--- config.mk ---
export PLATFORM = sky130hd
export DESIGN_NAME = logic_unit_arbiter
export DESIGN_NICKNAME = d
export VERILOG_FILES = /design/src/rtl/logic_unit_arbiter.sv
export SDC_FILE = /design/constraint.sdc
export NUM_CORES = 1
export LEC_CHECK = 0
export CORE_ASPECT_RATIO = 0.6
export CORE_UTILIZATION = 44
export DETAILED_ROUTE_END_ITERATION = 6
export GPL_TIMING_DRIVEN = 0
export PLACE_DENSITY = 0.94
export SETUP_SLACK_MARGIN = 0.15
export SYNTH_ARGS = -nofsm -noshare
export SYNTH_HDL_FRONTEND = slang
export SYNTH_SLANG_ARGS = --single-unit
export TNS_END_PERCENT = 100
--- constraint.sdc ---
create_clock -name clk -period 4.11 [get_ports clk]
set_input_delay 0.822 -clock clk [delete_from_list [all_inputs] [get_ports clk]]
set_output_delay 0.822 -clock clk [all_outputs]
set_load 0.005 [all_outputs]
--- src/rtl/logic_unit_arbiter.sv ---
// logic_unit_arbiter: round-robin shared bitwise logic unit with registered valid/ready response
module logic_unit_arbiter #(
    parameter int WIDTH = 8
) (
    input  logic               clk,
    input  logic               rst,
    input  logic [3:0]         i_req_valid,
    output logic [3:0]         o_req_ready,
    input  logic [11:0]        i_req_op,
    input  logic [4*WIDTH-1:0] i_req_a,
    input  logic [4*WIDTH-1:0] i_req_b,
    output logic               o_rsp_valid,
    input  logic               i_rsp_ready,
    output logic [1:0]         o_rsp_id,
    output logic [2:0]         o_rsp_op,
    output logic [WIDTH-1:0]   o_rsp_data,
    output logic               o_rsp_err,
    output logic [15:0]        o_ops_done
);
    logic [1:0]       r_last;
    logic [1:0]       w_gnt_id;
    logic             w_gnt;
    logic             w_accept;
    logic             w_fire;
    logic [2:0]       w_op;
    logic [WIDTH-1:0] w_a;
    logic [WIDTH-1:0] w_b;
    logic [WIDTH-1:0] w_res;
    always_comb begin
        w_gnt_id = '0;
        w_gnt    = 1'b0;
        for (int k = 4; k >= 1; k--) begin
            if (i_req_valid[2'(r_last + 2'(k))]) begin
                w_gnt_id = 2'(r_last + 2'(k));
                w_gnt    = 1'b1;
            end
        end
    end
    assign w_accept    = !o_rsp_valid || i_rsp_ready;
    assign o_req_ready = (w_gnt && w_accept && !rst) ? 4'(1) << w_gnt_id : 4'b0;
    assign w_fire      = |o_req_ready;
    assign w_op        = i_req_op[3*w_gnt_id +: 3];
    assign w_a         = i_req_a[w_gnt_id*WIDTH +: WIDTH];
    assign w_b         = i_req_b[w_gnt_id*WIDTH +: WIDTH];
    assign w_res = (w_op == 3'd0) ?   w_a & w_b  :
                   (w_op == 3'd1) ?   w_a | w_b  :
                   (w_op == 3'd2) ? ~(w_a & w_b) :
                   (w_op == 3'd3) ? ~(w_a | w_b) :
                   (w_op == 3'd4) ?   w_a ^ w_b  :
                   (w_op == 3'd5) ? ~(w_a ^ w_b) : '0;
    always_ff @(posedge clk) begin
        if (rst) begin
            r_last      <= 2'd3;
            o_rsp_valid <= 1'b0;
            o_rsp_id    <= '0;
            o_rsp_op    <= '0;
            o_rsp_data  <= '0;
            o_rsp_err   <= 1'b0;
            o_ops_done  <= '0;
        end else begin
            if (o_rsp_valid && i_rsp_ready && o_ops_done != 16'hFFFF)
                o_ops_done <= o_ops_done + 16'd1;
            if (w_fire) begin
                r_last      <= w_gnt_id;
                o_rsp_valid <= 1'b1;
                o_rsp_id    <= w_gnt_id;
                o_rsp_op    <= w_op;
                o_rsp_data  <= w_res;
                o_rsp_err   <= w_op[2] & w_op[1];
            end else if (i_rsp_ready) begin
                o_rsp_valid <= 1'b0;
            end
        end
    end
endmodule

==> metrics <==
status=finished clean; Hold Fails Final Rpt=0; # setup viols final=0; clock skew=8.23 ps; first-pass GRT wire length=14.7 mm; 1st-pass router iterations=5; hold_buf cts=0; worst vdd ir=189 µV; Setup CP Type=input port to output port; Setup WS pre-CTS=-176 ps; maximum count of clock buffers along a single path=2; clk slew on worst S/H paths=70 ps; Cell Rows=22; hpwl dp=7.24 mm; syn_area_per_cell=7.79 µm²; worst hold slack=459 ps; Die W=106 µm; met3 Usage GRT=5.10%; ys async rst share=0%; Clock Tree Root=clkbuf_8; busiest layer in global routing=met2; H-tree Lvls=2; CP Data Required Time=3290 ps; CP top delay family=buffers and inverters; layout net count=587; number of flops mapped to enable cells by yosys=0; worst-skew pair later-pin latency=300 ps; Slew HR=51.2%; clock sinks=33; post-layout util=69.0%; Ys Warns=0; worst r2r dst=o_rsp_data[1]; GRT Util Overall=26.7%; proportion of synthesized chip area in sequential cells=23.2%; final worst slack=243 ps; Vias/cell=5.53; I/O Buffers=116; hold path startpoint=o_rsp_err; CTS tree=built; fin. max-slew vios=0; Primary FF master, synth=dfxtp_1; crit path cell chain=clkdlybuf4s50_1 -> or2_2 -> nor2_2 -> or3_1 -> buf_4 -> buf_6 -> buf_6 -> and3_1 -> clkdlybuf4s50_1; commonest non-fill, non-tap cell in the layout=clkdlybuf4s50_1; Crit Path Max Fanout=10; core area=6170 µm²; Worst Hold Path EP=o_rsp_err; met2 Usage GRT=47.1%; Leakage=1.83 nW; worst path buffer plus inverter count=5; placed cell areas=4110 µm²; ranking of synthesized cells by area=dfxtp_1 23%, mux2i_1 13%, ha_1 7.5%; Iter 0 DRT Violations=197; met1 Resource Use GR=33.8%; Post-Syn Nets=465; Worst Hold Class=register to register; register area=661 µm²; # fillers=499; grt ovf=0; antenna violations before repair=0; worst slew pin tran=730 ps; Non-Filler Instances=572; synthesized flop and latch total=33; pwr/cell area=317 nW/µm²; vias in the first global route=3179; Initial Util=46.1%; RSZ-0062 raised after global routing=false; final instance area=4250 µm²; Final ANT Viol Nets=0; fmax=259 MHz; Post-route DRC=0; FF-to-FF setup slack=990 ps; Yosys cell types=49; crit path time final=3870 ps; Crit-path slowest cell=clkdlybuf4s50_1; # IOs=118; Die ar.=6800 µm²; Post-Syn Area=2840 µm²; crit start category=input port; # diodes=0; Post-CTS Setup Inserts=0; largest net degree at the start of global routing=20; Worst R2R Path Depth=13; post-detailed-route wirelength per cell=15.6 µm; reported max-cap violation count=0; multi-input logic area=1990 µm²; cell depth of the worst hold path=2; Reg-to-Reg Start=r_last[0]; GP Congestion=0.893; post-synth top area share=23.2%; Final Cycle Share=94.1%; CP Data Arrival Time=3040 ps; vias=3166; most frequent cells in the layout=112 x clkdlybuf4s50_1, 50 x nand2_1, 38 x mux2i_1; post-cts sizing count=11; die height=64.3 µm; layout cells sized above 1=6.97%; Post-Synthesis Cells=365; Syn-to-layout area delta=49.5%; Post-Route WL=8.92 mm; CTS buffer count=5; CP max stage delay=500 ps; dominant cell type by area after synthesis=dfxtp_1; DP Cell Count=565; Setup crit end kind=output port
-- state kept, by name, indices dropped and copies added (netlist names) --
name and count:
o_ops_done 16, o_rsp_data 8, o_rsp_op 3, o_rsp_id 2, r_last 2, o_rsp_err 1
o_rsp_valid 1
-- worst min-delay path: cells and delay by family, from the launching register on --
family | cells | cell delay, ps
DFF | 1 | 310
AOI/OAI and AO/OA | 1 | 50
and+or+nand+nor | 1 | 50
-- logic make-up after synthesis --
group | synth area share, %
AOI/OAI and AO/OA | 16.9
adders and majority gates | 7.48
and+or+nand+nor | 26.0
DFF | 23.2
xor gates and xnor gates | 4.31
muxes | 15.1
buffers and inverters | 6.91
-- where the power goes --
part	total (mW)	internal, mW	leakage, nW	switching (mW)
registers	0.372	0.349	0.270	0.0228
clock network	0.326	0.197	0.0574	0.129
logic	0.650	0.328	1.50	0.322
-- cells in the mapped netlist, types with 2 or more instances --
library cell / n
a211oi_1: 7
a32o_1: 2
ha_1: 17
buf_1: 3
nand2b_1: 3
a21oi_1: 20
buf_6: 3
nand3_1: 9
or2_2: 2
xnor2_1: 2
o31ai_1: 8
o21ai_0: 3
dfxtp_1: 33
nor2_1: 30
o41ai_1: 4
nor3_1: 7
xor2_1: 12
mux2i_1: 38
and4_1: 2
and2_1: 17
clkbuf_1: 9
nand4_1: 11
o21a_1: 8
o31a_1: 2
and3_1: 14
nand2_1: 50
inv_1: 20
o41ai_2: 2
buf_2: 7
-- how the worst max path moves through the flow --
stage | start | end | slack (ps) | cells past startpoint
5_1_grt | i_req_valid[0] | o_req_ready[1] | 150 | 7
6_report | i_req_valid[0] | o_req_ready[3] | 240 | 9
4_1_cts | i_req_valid[0] | o_req_ready[3] | 170 | 9
3_3_place_gp | i_req_valid[3] | o_req_ready[0] | -60 | 9
3_5_place_dp | i_req_valid[0] | o_rsp_data[0] | -180 | 14
2_1_floorplan | i_req_valid[0] | o_rsp_data[6] | 670 | 13
-- routing by layer --
| metal | vias up | part of all wire (%) |
|---|---|---|
| met2 | 139 | 47 |
| met4 | 0 | 0.44 |
| li1 | 1531 | - |
| met3 | 8 | 7.2 |
| met5 | - | 0 |
| met1 | 1488 | 45 |
-- cell type report --
cell class	count	share of cell area, %
clock inverter	2	0.883
buffer	22	3.32
inverter	20	1.77
sequential	33	15.5
clock buffer	6	1.94
multi-input combinational	289	46.9
timing repair buffer	116	27.2
tap	84	2.47
-- through the flow --
stage               TNS, ps  power (mW)
floorplan                 0       0.769
global placement       -261       0.981
detailed placement    -1620        1.01
CTS                       0        1.33
global route              0        1.43
finish                    0        1.35
No activity file was read; power rests on OpenSTA's default activity.
==> RTL change (config.mk and constraints unchanged) <==
Set the parameter `WIDTH` to 10 (it was 8).
--- a/src/rtl/logic_unit_arbiter.sv
+++ b/src/rtl/logic_unit_arbiter.sv
@@ -1,6 +1,6 @@
 // logic_unit_arbiter: round-robin shared bitwise logic unit with registered valid/ready response
 module logic_unit_arbiter #(
-    parameter int WIDTH = 8
+    parameter int WIDTH = 10
 ) (
     input  logic               clk,
     input  logic               rst,
Interface: changed (resized i_req_a, i_req_b and o_rsp_data); port bits go from 118 to 136. No check against the original RTL was run, so the function may have changed too.
==> RTL change against the original RTL <==
Global-route usage rose by 1.5 points; wire length up 40%; cell count grew 38%; first-iteration DRC count increased by 100%; cell area increased by 26%; sequential cell count rose by 2; worst setup slack better by 0.0036 ns; synthesized cell count up 47%; synthesized area is 27% higher; sequential power increased by 7.0%; clock power up 15%; power up 41%; worst hold slack better by 0.010 ns; core utilization decreased by 1.4 points; highest routed layer unchanged.
==> RTL change: results (changes against the original RTL) <==
Non-CTS buffers 175 (was 138); Post-Synth Adder-Cell Area 7.27% (was 7.48%); worst hold start o_rsp_data[2]$_SDFFE_PP0P_ (was o_rsp_err$_SDFFE_PP0P_); FF+latch area 701 µm² (was 661 µm²); Post-DP HPWL 9680 µm (was 7240 µm); layout cell share with drive strength beyond 1 8.08% (was 6.97%); multi-input logic portion of the cell area 50.6% (was 46.9%); Clk Latency, worst-skew pair 0.28 ns (was 0.30 ns); arrival time worst endpoint 4.04 ns (was 3.04 ns); vias 4,391 (was 3,166); sequential-to-total area share from yosys stat 19.4% (was 23.2%); reg2reg end o_rsp_data[7]$_SDFFE_PP0P_ (was o_rsp_data[1]$_SDFFE_PP0P_); leakage power 2.18 nW (was 1.83 nW); first-pass GRT wire length 19,200 µm (was 14,700 µm); Synth Register Bits 35 (was 33); count of cell types in the netlist 51 (was 49); GRT Util Overall 28.3% (was 26.7%); Hold Path Cell Cnt 1 (was 2); inverter count 26 (was 20); top flop regs o_ops_done: 16 flops, o_rsp_data: 10 flops, o_rsp_op: 3 flops (was o_ops_done: 16 flops, o_rsp_data: 8 flops, o_rsp_op: 3 flops); fill count 636 (was 499); IO Port Bufs 132 (was 116); Place WS -0.699 ns (was -0.176 ns); post-synthesis xor/xnor area fraction 7.27% (was 4.31%); NonClk Buf Share 29.3% (was 30.5%); post-cts gate resize count 30 (was 11); CP max-delay cell or3b_4 (was clkdlybuf4s50_1); hold slack 0.469 ns (was 0.459 ns); Setup Skew 0.00339 ns (was 0.00823 ns); ClkCell Share 2.65% (was 2.82%); root buf cell clkbuf_16 (was clkbuf_8); max_slew headroom 45.6% (was 51.2%); placed cell areas 5070 µm² (was 4110 µm²); Routed WL 12,500 µm (was 8920 µm); mux cell area share after synthesis 4.88% (was 15.1%); outcome finished, final reports clean (unchanged)
[RTL change: per-layer routing]
| metal | share of wire [%] | track usage (%) |
|---|---|---|
| met5 | 0 | 0 |
| met4 | 1.6 | 8.72 |
| met3 | 11 | 6.60 |
| met2 | 44 | 45.6 |
| met1 | 43 | 37.7 |
[RTL change: power by group]
| part | internal, mW | total (mW) | switching [mW] |
|---|---|---|---|
| logic | 0.531 | 1.13 | 0.600 |
| registers | 0.374 | 0.398 | 0.0238 |
| clock network | 0.224 | 0.374 | 0.150 |
[RTL change: worst max path at each step]
stage	startpoint	to	cells after the start
CTS	i_req_valid[2]	o_req_ready[0]	8
detailed placement	i_req_valid[3]	o_rsp_data[9]$_SDFFE_PP0P_	15
global route	i_req_valid[1]	o_rsp_data[7]$_SDFFE_PP0P_	16
floorplan	i_req_valid[2]	o_rsp_data[7]$_SDFFE_PP0P_	14
global placement	i_req_valid[3]	o_rsp_data[9]$_SDFFE_PP0P_	15
finish	i_req_valid[1]	o_rsp_data[7]$_SDFFE_PP0P_	16
